### src/rtl/pe_array_pkg.sv
`default_nettype none
// ============================================================================
//  Module      : pe_array_pkg
//  Description : Shared types and helpers for the PE array pass sequencer.
//                Holds the scheduler state encoding, the psum latency
//                function and the lane-packing helpers.
//  Revision    : 1.0  initial release
// ============================================================================
package pe_array_pkg;

    typedef enum logic [2:0] {
        IDLE  = 3'd0,
        FETCH = 3'd1,
        ISSUE = 3'd2,
        WAIT  = 3'd3,
        DRAIN = 3'd4,
        DONE  = 3'd5
    } sched_state_t;

    // Cycles from the issue cycle to the cycle where psum is valid at the array edge
    function automatic int lat_cycles(input int num_rows, input int delay_cycles);
        return num_rows * delay_cycles;
    endfunction

    // Counter width able to hold LAT-1; never narrower than one bit
    function automatic int cnt_width(input int lat);
        return (lat <= 2) ? 1 : $clog2(lat);
    endfunction

    // LSB position of lane k in a packed bus of lanes of the given width
    function automatic int lane_lsb(input int lane, input int width);
        return lane * width;
    endfunction

endpackage
`default_nettype wire

### src/rtl/sched_delay_cnt.sv
`default_nettype none
// ============================================================================
//  Module      : sched_delay_cnt
//  Description : Loadable down-counter that stops at zero and flags it.
//                Times the psum latency between issue and capture.
//  Revision    : 1.0  initial release
// ============================================================================
module sched_delay_cnt #(
    parameter int WIDTH = 5
) (
    input  logic             clk,
    input  logic             rst,
    input  logic             load,
    input  logic [WIDTH-1:0] load_val,
    input  logic             en,
    output logic [WIDTH-1:0] count,
    output logic             zero
);

    // Load has priority; otherwise count down while enabled, saturating at zero
    always_ff @(posedge clk) begin
        if (!rst) begin
            count <= '0;
        end else if (load) begin
            count <= load_val;
        end else if (en && (count != '0)) begin
            count <= count - 1'b1;
        end
    end

    assign zero = (count == '0);

endmodule
`default_nettype wire

### src/rtl/pe_array_sched.sv
`default_nettype none
// ============================================================================
//  Module      : pe_array_sched
//  Description : Pass-sequencing controller for the dummy PE array. Accepts a
//                job, fetches one ifmap vector per pass, issues it for a single
//                cycle, waits out the psum latency and returns the captured
//                psum row over a valid/ready port. One vector in flight at most.
//  Revision    : 1.0  initial release
// ============================================================================
module pe_array_sched
    import pe_array_pkg::*;
#(
    parameter int DELAY_CYCLES = 10,
    parameter int PE_WIDTH     = 4,
    parameter int NUM_ROWS     = 3,
    parameter int NUM_COLS     = 3,
    parameter int PASS_W       = 8
) (
    input  logic                           clk,
    input  logic                           rst,
    input  logic                           cfg_valid,
    output logic                           cfg_ready,
    input  logic [NUM_ROWS-2:0]            cfg_sel,
    input  logic [PASS_W-1:0]              cfg_passes,
    output logic                           buf_rd_en,
    input  logic                           buf_rd_valid,
    input  logic [NUM_ROWS*PE_WIDTH-1:0]   buf_col_data,
    input  logic [(NUM_COLS-1)*PE_WIDTH-1:0] buf_row_data,
    output logic [NUM_ROWS*PE_WIDTH-1:0]   arr_col_in,
    output logic [(NUM_COLS-1)*PE_WIDTH-1:0] arr_row_in,
    output logic [NUM_ROWS-2:0]            arr_sel,
    input  logic [NUM_COLS*PE_WIDTH-1:0]   arr_psum,
    output logic                           out_valid,
    input  logic                           out_ready,
    output logic [NUM_COLS*PE_WIDTH-1:0]   out_psum,
    output logic                           busy,
    output logic                           done
);

    localparam int LAT   = lat_cycles(NUM_ROWS, DELAY_CYCLES);
    localparam int CNT_W = cnt_width(LAT);
    localparam logic [CNT_W-1:0] LOAD_VAL = CNT_W'(LAT - 1);

    sched_state_t                    r_state;
    sched_state_t                    w_state_nxt;
    logic [PASS_W-1:0]               r_passes;
    logic [NUM_ROWS-2:0]             r_sel;
    logic [NUM_ROWS*PE_WIDTH-1:0]    r_col;
    logic [(NUM_COLS-1)*PE_WIDTH-1:0] r_row;
    logic [NUM_COLS*PE_WIDTH-1:0]    r_psum;
    logic [CNT_W-1:0]                w_cnt;
    logic                            w_cnt_zero;
    logic                            w_accept;
    logic                            w_handshake;

    assign w_accept    = (r_state == IDLE)  && cfg_valid;
    assign w_handshake = (r_state == DRAIN) && out_ready;

    // Latency timer: loaded on the issue cycle so WAIT spans exactly LAT cycles
    sched_delay_cnt #(
        .WIDTH (CNT_W)
    ) u_delay_cnt (
        .clk      (clk),
        .rst      (rst),
        .load     (r_state == ISSUE),
        .load_val (LOAD_VAL),
        .en       (r_state == WAIT),
        .count    (w_cnt),
        .zero     (w_cnt_zero)
    );

    // State register
    always_ff @(posedge clk) begin
        if (!rst) begin
            r_state <= IDLE;
        end else begin
            r_state <= w_state_nxt;
        end
    end

    // Next-state logic; r_passes counts the current pass, so 1 means last
    always_comb begin
        w_state_nxt = r_state;
        case (r_state)
            IDLE:    if (cfg_valid)    w_state_nxt = (cfg_passes == '0) ? DONE : FETCH;
            FETCH:   if (buf_rd_valid) w_state_nxt = ISSUE;
            ISSUE:                     w_state_nxt = WAIT;
            WAIT:    if (w_cnt_zero)   w_state_nxt = DRAIN;
            DRAIN:   if (out_ready)    w_state_nxt = (r_passes == PASS_W'(1)) ? DONE : FETCH;
            DONE:                      w_state_nxt = IDLE;
            default:                   w_state_nxt = IDLE;
        endcase
    end

    // Job and datapath registers: sel/pass latch, one-cycle issue vector, psum capture
    always_ff @(posedge clk) begin
        if (!rst) begin
            r_passes <= '0;
            r_sel    <= '0;
            r_col    <= '0;
            r_row    <= '0;
            r_psum   <= '0;
        end else begin
            if (w_accept) begin
                r_passes <= cfg_passes;
                r_sel    <= cfg_sel;
            end else if (w_handshake) begin
                r_passes <= r_passes - 1'b1;
            end else if (r_state == DONE) begin
                r_sel    <= '0;
            end
            // Edge data is non-zero only during ISSUE
            if ((r_state == FETCH) && buf_rd_valid) begin
                r_col <= buf_col_data;
                r_row <= buf_row_data;
            end else begin
                r_col <= '0;
                r_row <= '0;
            end
            if ((r_state == WAIT) && w_cnt_zero) begin
                r_psum <= arr_psum;
            end
        end
    end

    // Outputs decoded from the registered state
    always_comb begin
        cfg_ready = (r_state == IDLE);
        buf_rd_en = (r_state == FETCH);
        out_valid = (r_state == DRAIN);
        busy      = (r_state != IDLE);
        done      = (r_state == DONE);
    end

    assign arr_col_in = r_col;
    assign arr_row_in = r_row;
    assign arr_sel    = r_sel;
    assign out_psum   = r_psum;

endmodule
`default_nettype wire

### config.mk
export PLATFORM = sky130hd
export DESIGN_NAME = pe_array_sched
export DESIGN_NICKNAME = d
export VERILOG_FILES = /design/src/rtl/pe_array_pkg.sv /design/src/rtl/sched_delay_cnt.sv /design/src/rtl/pe_array_sched.sv
export SDC_FILE = /design/constraint.sdc
export NUM_CORES = 1
export LEC_CHECK = 0
export BUFFER_PORTS_ARGS = -buffer_cell sky130_fd_sc_hd__clkbuf_2
export CAP_MARGIN = 25
export CORE_MARGIN = 2
export CORE_UTILIZATION = 50
export CTS_CLUSTER_DIAMETER = 100
export DETAILED_ROUTE_END_ITERATION = 7
export PLACE_DENSITY_LB_ADDON = 0.05
export SETUP_SLACK_MARGIN = 0.1
export SLEW_MARGIN = 25
export SYNTH_ARGS = -nofsm -noshare
export SYNTH_HDL_FRONTEND = slang
export SYNTH_HIERARCHICAL = 1
export SYNTH_SLANG_ARGS = --single-unit
### constraint.sdc
create_clock -name clk -period 3.51 [get_ports clk]
set_input_delay 0.1755 -clock clk [delete_from_list [all_inputs] [get_ports clk]]
set_output_delay 0.1755 -clock clk [all_outputs]
set_load 0.005 [all_outputs]
Word level (Yosys, flattened, before mapping)
Index checks and enable logic that the tools add are counted.
{"block": "classes", "n_eq_ne": 11, "n_addsub": 2, "mux": 14, "n_bitwise": 1, "n_reduce_logical": 17}
{"operator": "3-bit 2-to-1 mux", "count": 6}
{"operator": "8-bit 2-to-1 mux", "count": 2}
{"operator": "3-bit case mux with 5 select lines", "count": 1}
{"operator": "5-bit 2-to-1 mux", "count": 2}
{"operator": "8-bit by 1-bit equality test with 1-bit output, second input constant", "count": 1}
{"operator": "8-bit zero test", "count": 1}
{"operator": "8-bit by 1-bit subtractor with 8-bit output, second input constant", "count": 1}
{"operator": "3-bit by 2-bit equality test with 1-bit output, second input constant", "count": 2}
{"operator": "3-bit equality test, second input constant", "count": 2}
{"operator": "2-bit 2-to-1 mux", "count": 3}
{"operator": "2-bit != test, second input constant", "count": 3}
{"operator": "2-bit nonzero test", "count": 3}
{"operator": "1-bit logical AND", "count": 5}
{"operator": "5-bit zero test", "count": 1}
{"operator": "5-bit nonzero test", "count": 1}
{"operator": "5-bit by 1-bit subtractor with 5-bit output, second input constant", "count": 1}
{"operator": "2-bit by 1-bit != test with 1-bit output, second input constant", "count": 2}
{"operator": "2-bit AND reduction", "count": 2}
{"operator": "4-bit AND reduction", "count": 1}
{"operator": "3-bit by 1-bit equality test with 1-bit output, second input constant", "count": 1}
{"operator": "3-bit zero test", "count": 1}
{"operator": "3-bit nonzero test", "count": 1}
{"operator": "2-bit OR reduction", "count": 1}
{"operator": "1-bit inverter", "count": 1}
{"block": "word_totals", "out_inout_bits": 39, "regBits": 50, "in_bits": 47, "elab_cells": 53}

Logic depth before layout (Yosys ltp)
{"block": "logic_depth", "word_depth": 4, "ltp_mapped": 8, "depth_no_buf": 8}

By module
The synthesis kept the hierarchy.
{"module": "pe_array_sched", "area_each_um2": 1725.4, "n_inst": 1, "seq_area_each_um2": 900.9, "cells_per_inst": 194}
{"module": "sched_delay_cnt", "area_each_um2": 299.0, "n_inst": 1, "seq_area_each_um2": 100.1, "cells_per_inst": 37}

Worst setup path before layout
OpenSTA, ideal clock, no wires.
{"block": "synth_path", "path_type": "flip-flop to flip-flop", "from": "register u_delay_cnt.count[0]", "to": "register r_psum[10] (netlist: out_psum[10])", "path_slack_ns": 1.843, "setup_time_ns": 0.070, "required_ns": 3.440, "arrival_time_ns": 1.596, "period_less_slack_ns": 1.667, "n_path_buf": 1, "stages_incl_launch_ff": 9, "path_cell_list": "dfxtp_1 > inv_1 > ha_1 > or4b_4 > clkinv_2 > and3_1 > buf_2 > nand2_1 > a21oi_1"}
{"block": "synth_via", "elab_chain_cells": 2}
{"element": "from (decl)", "line_no": "sched_delay_cnt.sv:16", "text": "output logic [WIDTH-1:0] count,"}
{"element": "from (signal assigned)", "line_no": "sched_delay_cnt.sv:25", "text": "count <= load_val;"}
{"element": "from (signal assigned)", "line_no": "sched_delay_cnt.sv:27", "text": "count <= count - 1'b1;"}
{"element": "5-bit zero test", "line_no": "sched_delay_cnt.sv:31", "text": "assign zero = (count == '0);"}
{"element": "via w_cnt_zero", "line_no": "pe_array_sched.sv:52", "text": "logic w_cnt_zero;"}
{"element": "1-bit logical AND", "line_no": "pe_array_sched.sv:120", "text": "if ((r_state == WAIT) && w_cnt_zero) begin"}
{"element": "to (signal assigned)", "line_no": "pe_array_sched.sv:121", "text": "r_psum <= arr_psum;"}
{"element": "to (decl)", "line_no": "pe_array_sched.sv:50", "text": "logic [NUM_COLS*PE_WIDTH-1:0] r_psum;"}
The timed path passes the listed nets, and every way through them passes these cells.
A chain may end at the register's enable or synchronous reset.

Final worst setup path
{"block": "layout_path", "from": "register r_state[0]", "to": "register u_delay_cnt.count[3]"}
{"block": "layout_via", "elab_chain_cells": 3, "elab_cells_between_ends": 5, "cone_classes": "eq/ne (2); mux (1); reduce/logical (2)"}
{"element": "from (decl)", "line_no": "pe_array_sched.sv:44", "text": "sched_state_t r_state;"}
{"element": "from (signal assigned)", "line_no": "pe_array_sched.sv:77", "text": "r_state <= w_state_nxt;"}
{"element": "3-bit by 2-bit equality test with 1-bit output", "line_no": "pe_array_sched.sv:67", "text": ".en (r_state == WAIT),"}
{"element": "1-bit logical AND", "line_no": "sched_delay_cnt.sv:26", "text": "end else if (en && (count != '0)) begin"}
{"element": "2-bit nonzero test (no source line)"}
Parallel ways exist; a longest one is shown, timed or not.

==> results.yml <==
die:
  start_util_pct: 51.3
  io-pin-count: 86
  die_h_um: 67.6
  core_area_um2: 3940
  num_rows: 23
  fp.dieW_um: 67.6
  die-area_um2: 4570
route:
  viasPerCell: 4.99
  wl_met3_um: 347
  drt-initial-drc-count: 68
  drt_wl_total_mm: 4.46
  num_vias: 1831
  drc: 0
  routed.top_layer: "met4"
  wl_met1_mm: 1.96
  post_drt_wl_per_cell_um: 12.1
  dr_wl_met2_mm: 2.09
  ant_nets: 0
  drtPass1Iterations: 4
synthesis:
  synthFlopType: "dfxtp_1"
  synth_seq_area_share_pct: 49.4
  avgSynthCellArea_um2: 8.76
  yosys_warnings: 6
  synth-async-reset-ratio_pct: 0
  synth-seq-cells: 50
  synth_area_um2: 2020
  synth_edf_count: 0
  syn_inst: 231
  synthDistinctLibCells: 48
worst_setup_path:
  criticalPathCategory: "register to register"
  worstPathMaxFanout: 13
  required_ns: 3.74
  worst-r2r-cell-count: 5
  end_kind: "register"
  cp.arrival_ns: 2.26
  cp-start-kind: "register"
clock_tree:
  post_cts_buffers: 0
  htreeDepth: 2
  cts_sinks: 50
  root_buffer: "clkbuf_8"
  tritoncts: "yes"
  path_clk_slew_ns: 0.09
  holdBufCountCts: 0
  cts_max_path_buffers: 2
  clk_latency_ns: 0.30
  cts_resized: 0
  cts_buffers: 5
grt:
  grt-ovfl-total: 0
  grt_pass1_vias: 1546
  grt_pass1_wl_mm: 6.75
  grt_max_degree: 23
  grtUsageTotal_pct: 20.0
  antenna_found_initial: 0
placed_design:
  port_buffers: 85
  hpwlAfterDp_mm: 3.26
  gp_congestion: 0.833
final_layout:
  final_common_cell: "clkbuf_2"
  n_antenna_cell: 0
  n_fill_cell: 337
  syn_to_final_growth_pct: 27.6
  utilization_pct: 65.5
  final_net_count: 366
  multiInputGateArea_um2: 937
  final_cell_mix: "85 x clkbuf_2, 50 x dfxtp_1, 33 x nand2_1"
  drive_above_1_share_pct: 32.5
  regArea_um2: 1000
timing:
  final-hold-violation-count: 0
  finalSetupViolCount: 0
  slew_headroom_pct: 36.0
  fin_crit_sh_pct: 57.7
  clock_skew_ns: 0.00295
  rsz0062_at_grt: "no"
  min_period_ns: 2.03
  fin_setup_tns_ns: 0
  drv_slew: 0
  timing_worst_slew_pin_value_ns: 0.958
  fmax_ghz: 0.494
hold_path:
  hold_depth: 2
  hold_path.class: "input pin to register"
run:
  drv_cap: 0
outcome:
  status: "complete, no violations"
power:
  irDropWorstVdd_uv: 332
  p_leak_nw: 1.17
  power.density_nw_per_um2: 435
==> cell families (layout without fill, tap and decap cells) <==
family	Yosys count	in the layout	synth area share, %
simple gates	105	105	28.7
flops	50	50	49.4
compound gates	46	46	13.9
buf+inv	23	106	4.82
fa+ha+maj	3	3	1.85
other cells	2	5	0.371
xor+xnor	1	1	0.433
mux	1	1	0.494
==> worst max-delay path, cell delays in order (launching register included) <==
cell	delay (ns)
dfxtp_1	0.56
nor2b_1	0.29
and2_1	0.29
or4b_1	0.48
o21ai_0	0.15
nor3b_1	0.18
==> per-layer routing <==
layer / up-vias / track usage, %
li1: 954 / -
met3: 6 / 7.67
met1: 810 / 23.9
met4: 0 / 6.89
met5: - / 0
met2: 61 / 32.6
==> final cells by class <==
class	count	share of cell area, %
Clock buffer	6	3.20
Timing Repair Buffer	87	17.1
Sequential cell	50	38.8
Clock inverter	2	0.630
Multi-Input combinational cell	161	36.3
Tap cell	50	2.42
Inverter	11	1.65
==> through the flow <==
step / std cells / total power [mW] / hold WS [ns] / area, µm² / setup slack [ns]
detailed placement: 359 / 0.779 / 0.377 / 2480 / 1.54
floorplan: 234 / 0.717 / 0.293 / 2040 / 1.84
finish: 367 / 1.12 / 0.0610 / 2580 / 1.48
global placement: 359 / 0.777 / 0.374 / 2480 / 1.56
CTS: 367 / 1.14 / 0.0506 / 2580 / 1.48
global route: 367 / 1.18 / 0.0441 / 2580 / 1.28
==> synth_stat cells, types with 2 or more instances <==
library cell	number	area (µm²)
nor3b_1	4	30.0
inv_1	10	37.5
nor4_1	3	18.8
nand2_1	33	124
nor3_1	5	25.0
conb_1	2	7.51
nand2b_1	2	12.5
nor2b_1	4	25.0
nand3_1	8	40.0
a221oi_1	2	17.5
a31oi_1	4	25.0
dfxtp_1	50	1000
clkbuf_1	6	22.5
nor2_1	9	33.8
and2_1	21	131
ha_1	3	37.5
buf_2	5	25.0
a21oi_1	23	115
o21ai_0	6	30.0
and3_1	3	18.8
==> flip-flops by register name, indices dropped and copies added (netlist names) <==
name and count:
u_delay_cnt/count 5, arr_row_in 8, arr_sel 2, arr_col_in 12, r_passes 8, out_psum 12
r_state 3
==> worst paths after layout <==
| kind | startpoint | to | slack [ns] |
|---|---|---|---|
| max | r_state[0] | u_delay_cnt/count[3] | 1.48 |
| min | buf_col_data[8] | arr_col_in[8] | 0.06 |
| max reg2reg | r_state[0] | u_delay_cnt/count[3] | 1.48 |
| min reg2reg | out_psum[11] | out_psum[11] | 0.46 |
==> report_power, final <==
group | internal, mW | switching, mW | leakage (nW)
sequential | 0.591 | 0.0221 | 0.406
clock | 0.162 | 0.196 | 0.0478
combinational | 0.0732 | 0.0791 | 0.712
Note: power is estimated with default switching activity, not from simulation.
